File: src/rtl/rv32i_fetch_unit.sv
// RV32I instruction fetch: PC register, combinational imem lookup and a
// 2-entry in-order {pc, instr} queue feeding decode, with redirect flush.
module rv32i_fetch_unit #(
  parameter logic [31:0] RESET_PC = 32'h0000_0000
) (
  input  logic        clk,
  input  logic        rst_n,
  output logic [31:0] imem_addr,
  input  logic [31:0] imem_instr,
  input  logic        redirect_valid,
  input  logic [31:0] redirect_pc,
  output logic        out_valid,
  input  logic        out_ready,
  output logic [31:0] out_pc,
  output logic [31:0] out_instr,
  output logic [1:0]  fetch_count
);

  typedef struct packed {
    logic [31:0] pc;
    logic [31:0] instr;
  } entry_t;

  logic [31:0]      pc_q, pc_d;
  logic [1:0]       count_q, count_d;
  entry_t [1:0]     ent_q, ent_d;
  logic             pop, fetch, wr_idx;

  assign imem_addr   = pc_q;
  assign fetch_count = count_q;
  assign out_valid   = (count_q != 2'd0) && !redirect_valid;
  assign out_pc      = ent_q[0].pc;
  assign out_instr   = ent_q[0].instr;
  assign pop         = out_valid && out_ready;
  assign fetch       = !redirect_valid && ((count_q != 2'd2) || pop);

  // Slot 0 is always the head; a full queue can only fetch while popping,
  // so the new entry then lands in slot 1 after the shift.
  assign wr_idx = (count_q == 2'd2) || ((count_q == 2'd1) && !pop);

  always_comb begin
    pc_d    = pc_q;
    count_d = count_q;
    ent_d   = ent_q;
    if (redirect_valid) begin
      pc_d    = {redirect_pc[31:2], 2'b00};
      count_d = 2'd0;
    end else begin
      if (pop)
        ent_d[0] = ent_q[1];
      if (fetch) begin
        pc_d          = pc_q + 32'd4;
        ent_d[wr_idx] = '{pc: pc_q, instr: imem_instr};
      end
      count_d = count_q + {1'b0, fetch} - {1'b0, pop};
    end
  end

  always_ff @(posedge clk) begin
    if (!rst_n) begin
      pc_q    <= RESET_PC;
      count_q <= 2'd0;
    end else begin
      pc_q    <= pc_d;
      count_q <= count_d;
    end
    ent_q <= ent_d;
  end

endmodule

File: config.mk
export PLATFORM = sky130hd
export DESIGN_NAME = rv32i_fetch_unit
export DESIGN_NICKNAME = d
export VERILOG_FILES = /design/src/rtl/rv32i_fetch_unit.sv
export SDC_FILE = /design/constraint.sdc
export NUM_CORES = 1
export LEC_CHECK = 0
export ABC_CLOCK_PERIOD_IN_PS = 9430
export BUFFER_PORTS_ARGS = -buffer_cell sky130_fd_sc_hd__buf_2
export CORE_MARGIN = 1.5
export CORE_UTILIZATION = 31
export DETAILED_ROUTE_END_ITERATION = 8
export GPL_TIMING_DRIVEN = 0
export SLEW_MARGIN = 40
export SYNTH_ARGS = -nofsm -noshare
export SYNTH_HDL_FRONTEND = slang
export SYNTH_SLANG_ARGS = --single-unit
File: constraint.sdc
create_clock -name clk -period 9.43 [get_ports clk]
set_clock_uncertainty 0.1 [all_clocks]
set_input_delay 1.886 -clock clk [delete_from_list [all_inputs] [get_ports clk]]
set_output_delay 1.886 -clock clk [all_outputs]
set_load 0.005 [all_outputs]
==> metrics.cfg, run 1 <==
[critical_path]
critPathKind = input pin to output pin
crit_path_start_kind = input pin
critical_path.max_fanout = 10
worst_setup_path_end_kind = output pin
r2r.worst_path.cells = 7
reg2reg_slack_ns = 6.78
worst-endpoint-required_ns = 7.44
r2r_start = fetch_count[1]
critical_path_arrival_ns = 2.62
worst_r2r_endpoint = out_pc[4]
cp-startpoint = redirect_valid
critPathCapture = out_valid

[timing]
pins_over_their_slew_limit = 0
fmaxAchievable_ghz = 0.217
count_of_final_setup_violators = 0
hold_viol = 0
post-route-min-period_ns = 4.61
layout_worst_path_cycle_share = 0.489
timing.setup.tns_ns = 0
timing.max_slew.rel_slack = 0.602
grt_setup_unrepaired = no
worstMarginPinSlew_ns = 0.597

[synth]
postSynth.topFlopCell = sky130_fd_sc_hd__edfxtp_1
sequential_fraction_of_the_synthesis_area = 0.583
synth.ff_latch_count = 158
synthDominantAreaCellType = sky130_fd_sc_hd__edfxtp_1
async_flop_share = 0
synth_enable_flop_cells = 126
synthDominantCellAreaShare = 0.499
syn_inst = 658
post-synth-top-count-cell = sky130_fd_sc_hd__edfxtp_1
syn-mean-instance-area_um2 = 11.5
post_synth_main_area_contributors = sky130_fd_sc_hd__edfxtp_1 50%, sky130_fd_sc_hd__dfxtp_1 8.4%, sky130_fd_sc_hd__mux2i_1 8.2%
synth.cells.most_frequent = 126 x sky130_fd_sc_hd__edfxtp_1, 90 x sky130_fd_sc_hd__o21ai_0, 77 x sky130_fd_sc_hd__nand2_1, 66 x sky130_fd_sc_hd__buf_4, 62 x sky130_fd_sc_hd__mux2i_1
synth.cell_area_mm2 = 0.00758
yosysWarnings = 0
post_synthesis_cell_type_count = 55

[route]
drt-wirelength-per-cell_um = 17.1
vias = 5728
postRouteWirelength_mm = 20.3
detailedRoute.firstIterationViolations = 368
dr.pass1.iters = 5
antenna_violating_nets_post_route = 0
drc = 0
vias_per_cell = 4.84

[floorplan]
std_cell_rows = 57
initial_core_util = 0.314
coreArea_mm2 = 0.0242
top_level_ports = 167
design.die.area_mm2 = 0.0254
fp.dieW_um = 159
die_height_um = 159

[global_route]
grt_first_pass_wirelength_mm = 31.3
globalRoute.totalOverflow = 0
antenna_found_initial = 1
grt_util_all_layers = 0.160
grt_start_max_net_pins = 38
grt_pass1_vias = 5408

[clocking]
numClockSinks = 158
cts_buffer_depth = 2
path_clk_slew_ns = 0.06
postCtsSetupBuffers = 0
post_cts_resize_count = 0
cts_root_buffer = sky130_fd_sc_hd__clkbuf_16
cts_tree = done
insertion_delay_ns = 0.42
cts.hold.buffers_added = 0
clock_tree.htree_level_count = 4
cts_buffers = 17

[placement]
place_hpwl_mm = 14.3
weighted_congestion_at_the_end_of_routability_driven_global_placement = 0.818
port_buffers = 161

[hold_path]
worst_hold_path_type = flop to flop

[flow_run]
maxCapViolations = 0

[final_layout]
syn_to_final_growth_pct = 26.5
drive_gt1_frac = 0.337
fin_nets = 916

[power_and_ir_drop]
power.ir.vdd_worst_uv = 104
total_leakage_power_uw = 0.00411
power_per_cell_area_mw_per_mm2 = 187
power.total_uw = 1790

[run_status]
status = completed

==> critical path: stages <==
cell                      delay (ns)
sky130_fd_sc_hd__buf_2          0.16
sky130_fd_sc_hd__buf_2          0.24
sky130_fd_sc_hd__o21ba_2        0.19
sky130_fd_sc_hd__buf_2          0.14
==> layout by cell type, fill, tap and decap left out, drive strengths merged, types with 3 or more instances in the layout <==
master,Yosys,routed
buf,77,244
edfxtp,126,126
o21ai,90,90
nand2,77,77
mux2i,62,62
clkbuf,24,41
dfxtp,32,32
nand3,16,16
inv,8,13
nand4,10,10
or3,10,10
nor2,10,10
a31oi,9,9
a21oi,8,8
or4,8,8
and3,7,7
nand2b,7,7
nor3,7,7
xnor2,6,6
nor2b,5,5
o211ai,5,5
a311oi,5,5
and4,5,5
nor3b,4,4
a211oi,4,4
o31ai,4,4
bufinv,0,4
clkinv,0,4
nor4,3,3
xor2,3,3
ha,3,3
==> where the power goes <==
group	switching, uW	internal (uW)
Clock	302	449
Combinational	100	102
Sequential	36.5	803
Total	439	1350
==> worst min path at each step <==
stage,from,end,slack (ns),cells after the start
finish,imem_addr[12],ent_q[108],0.37,0
global route,imem_addr[12],ent_q[108],0.38,0
CTS,imem_addr[12],ent_q[108],0.38,0
detailed placement,imem_addr[12],ent_q[108],0.37,0
global placement,imem_addr[12],ent_q[108],0.35,0
floorplan,imem_addr[12],ent_q[108],0.35,0
==> cells by family (layout without fill, tap and decap cells) <==
| logic type | Yosys count | in the layout | share of synthesized area |
|---|---|---|---|
| buffers and inverters | 109 | 308 | 0.0884 |
| adders and majority gates | 3 | 3 | 0.00495 |
| xor gates and xnor gates | 9 | 9 | 0.0104 |
| muxes | 62 | 62 | 0.0818 |
| other | 1 | 3 | 0.000495 |
| AOI/OAI and AO/OA | 142 | 142 | 0.112 |
| DFF | 158 | 158 | 0.583 |
| and+or+nand+nor | 174 | 174 | 0.118 |
==> sequential cells by signal, indices dropped and copies added (netlist names) <==
name and flops:
fetch_count 2, out_pc 32, imem_addr 30, ent_q 62, out_instr 32
==> stage by stage <==
stage | utilization | setup slack, ns | std cells | hold WS, ns | area [um^2]
after global placement | 0.364 | 1.32 | 1144 | 0.353 | 8800
after floorplan | - | 3.61 | 659 | 0.352 | 7590
after global routing | 0.397 | 4.77 | 1182 | 0.382 | 9590
after CTS | 0.396 | 4.83 | 1182 | 0.381 | 9590
final | 0.397 | 4.82 | 1183 | 0.369 | 9590
after detailed placement | 0.370 | 4.77 | 1150 | 0.365 | 8950
==> layer usage <==
metal | global-route usage | vias to the layer above | wire length, um
met5 | 0 | - | 0
met2 | 0.248 | 205 | 9210
met4 | 0.0476 | 0 | 297
met1 | 0.222 | 2747 | 9460
met3 | 0.0380 | 16 | 1310
li1 | - | 2760 | -
==> final cells by class <==
type	instances	area, um^2
timing repair buffer	167	943
tap	324	405
clock buffer	17	425
buffer	101	644
antenna	1	2.50
clock inverter	15	209
sequential	158	4420
fill	2364	14600
multi-input combinational	392	2510
inverter	8	30.0
Note: power is estimated with default switching activity, not from simulation.
==> run 2: changes to the inputs <==
Settings changed: ABC_CLOCK_PERIOD_IN_PS 9430 to 4700.
Clock period 9.43 ns to 4.7 ns, I/O delays scaled along.
==> metrics.cfg, run 2 (synthesis results as in run 1) <==
[hold_path]
hold-path-endpoint = ent_q[108]
worstHoldPathCells = 0
worst_hold_path_type = flop to flop
min-delay-start = imem_addr[12]

[floorplan]
top_level_ports = 167
design.die.area_mm2 = 0.0254
die_height_um = 159
std_cell_rows = 57
fp.dieW_um = 159
initial_core_util = 0.314
coreArea_mm2 = 0.0242

[global_route]
grt-busiest-layer = met2
grt_first_pass_wirelength_mm = 31.4
globalRoute.totalOverflow = 0
antenna_found_initial = 0
globalRouteMet1Util = 0.225
globalRouteMet3Util = 0.0412
grt_pass1_vias = 5520
global_route.usage.met2 = 0.244
grt_start_max_net_pins = 41
grt_util_all_layers = 0.161

[clocking]
cts_buffers = 17
insertion_delay_ns = 0.42
cts.hold.buffers_added = 0
numClockSinks = 158
path_clk_slew_ns = 0.07
cts_tree = done
cts_buffer_depth = 2
post_cts_resize_count = 0
cts_root_buffer = sky130_fd_sc_hd__clkbuf_16
postCtsSetupBuffers = 0
clock_tree.htree_level_count = 4

[route]
dr.pass1.iters = 5
antenna_violating_nets_post_route = 0
postRouteWirelength_mm = 20.5
drc = 0
vias_per_cell = 4.83
drt-wirelength-per-cell_um = 17.4
vias = 5703
detailedRoute.firstIterationViolations = 456

[power_and_ir_drop]
power.switching_uw = 876
share_seq_of_total_power = 0.484
power_per_cell_area_mw_per_mm2 = 366
pwr-share-clk = 0.400
total_leakage_power_uw = 0.00407
power.ir.vdd_worst_uv = 207
power.switching_fraction = 0.252
cell_internal_power_dissipation_uw = 2610
power.total_uw = 3480
comb_power_share = 0.116

[timing]
fmaxAchievable_ghz = 0.310
worstMarginPinSlew_ns = 0.627
hold_viol = 0
count_of_final_setup_violators = 0
pins_over_their_slew_limit = 0
grt_setup_unrepaired = no
post-route-min-period_ns = 3.23
layout_worst_path_cycle_share = 0.686
timing.max_slew.rel_slack = 0.581

[final_layout]
diodes = 0
fin_nets = 914
largest_register_ffs = 62
syn_to_final_growth_pct = 25.3
mostFrequentLayoutCell = sky130_fd_sc_hd__buf_2
max_flop_register = ent_q
commonest_cells_after_routing_fill_and_taps_aside = 172 x sky130_fd_sc_hd__buf_2, 126 x sky130_fd_sc_hd__edfxtp_1, 90 x sky130_fd_sc_hd__o21ai_0, 77 x sky130_fd_sc_hd__nand2_1, 66 x sky130_fd_sc_hd__buf_4
post-route-util = 0.393
drive_gt1_frac = 0.334

[run_status]
status = completed

[placement]
port_buffers = 161
place_hpwl_mm = 14.2
weighted_congestion_at_the_end_of_routability_driven_global_placement = 0.820

[critical_path]
worst_path_largest_cell_delay_ns = 0.47
critPathKind = input pin to flop
r2r.worst_path.cells = 10
worst_setup_path_end_kind = flop
reg2reg_slack_ns = 2.07
critical_path_arrival_ns = 3.43
r2r_start = fetch_count[0]
worst-endpoint-required_ns = 4.90
crit_path_start_kind = input pin
critical_path.cell_chain = buf_2 -> buf_2 -> inv_1 -> clkbuf_1 -> clkbuf_8 -> o21ai_0 -> ha_1 -> inv_1 -> ha_1 -> xor2_1 -> xnor2_1 -> nor2_1
critical_path.max_fanout = 34
worst_r2r_endpoint = fetch_count[1]
critPathSlowestCell = sky130_fd_sc_hd__clkbuf_1

[flow_run]
maxCapViolations = 0

## run 2: cell types whose count changed in the layout (fill, tap and decap cells not counted), sizes merged
cell,before,now
buf,244,242
bufinv,4,2
clkinv,4,5
diode,1,0
inv,13,14
## run 2: area by class of cell
cell class,instances,area [um^2]
repair buffers,165,896
inverters,8,30.0
fillers,2376,14700
multi-input cells,392,2510
well taps,324,405
clock inverters,15,160
flip-flops and latches,158,4420
clock buffers,17,425
plain buffers,101,651
## run 2: critical path: cells and delay by family
| kind | cells | cell delay [ns] |
|---|---|---|
| simple gates | 1 | 0.05 |
| xor+xnor | 2 | 0.30 |
| fa+ha+maj | 2 | 0.46 |
| buf+inv | 6 | 1.51 |
| compound gates | 1 | 0.16 |
## run 2: routing by layer
layer,up-vias,part of all wire
met5,-,0
met4,0,0.012
met3,13,0.069
met2,210,0.45
met1,2722,0.47
li1,2758,-
## run 2: worst max-delay path by stage
| stage | cells after the start | from | endpoint | slack (ns) |
|---|---|---|---|---|
| 2_1_floorplan | 4 | out_ready | ent_q[100] | 0.09 |
| 5_1_grt | 12 | redirect_valid | fetch_count[1] | 1.27 |
| 3_3_place_gp | 4 | redirect_valid | ent_q[85] | -2.02 |
| 4_1_cts | 12 | redirect_valid | fetch_count[1] | 1.46 |
| 6_report | 12 | redirect_valid | fetch_count[1] | 1.47 |
| 3_5_place_dp | 12 | redirect_valid | fetch_count[1] | 1.04 |
## run 2: stage by stage
step                      setup TNS [ns]  instance area (um^2)  setup WS [ns]  instances  hold slack [ns]
final                                  0                  9500           1.47       1180            0.377
after global routing                   0                  9500           1.27       1180            0.375
after CTS                              0                  9500           1.46       1180            0.373
after detailed placement               0                  8910           1.04       1148            0.361
after global placement           -125.84                  8800          -2.02       1144            0.357
after floorplan                        0                  7590         0.0928        659            0.352
## run 2: power by group through the flow
stage | Clock [uW] | Combinational [uW] | Sequential [uW]
floorplan | 0 | 234 | 1690
detailed placement | 0 | 409 | 1710
global route | 1470 | 449 | 1700
global placement | 0 | 397 | 1710
CTS | 1430 | 411 | 1680
finish | 1390 | 405 | 1680
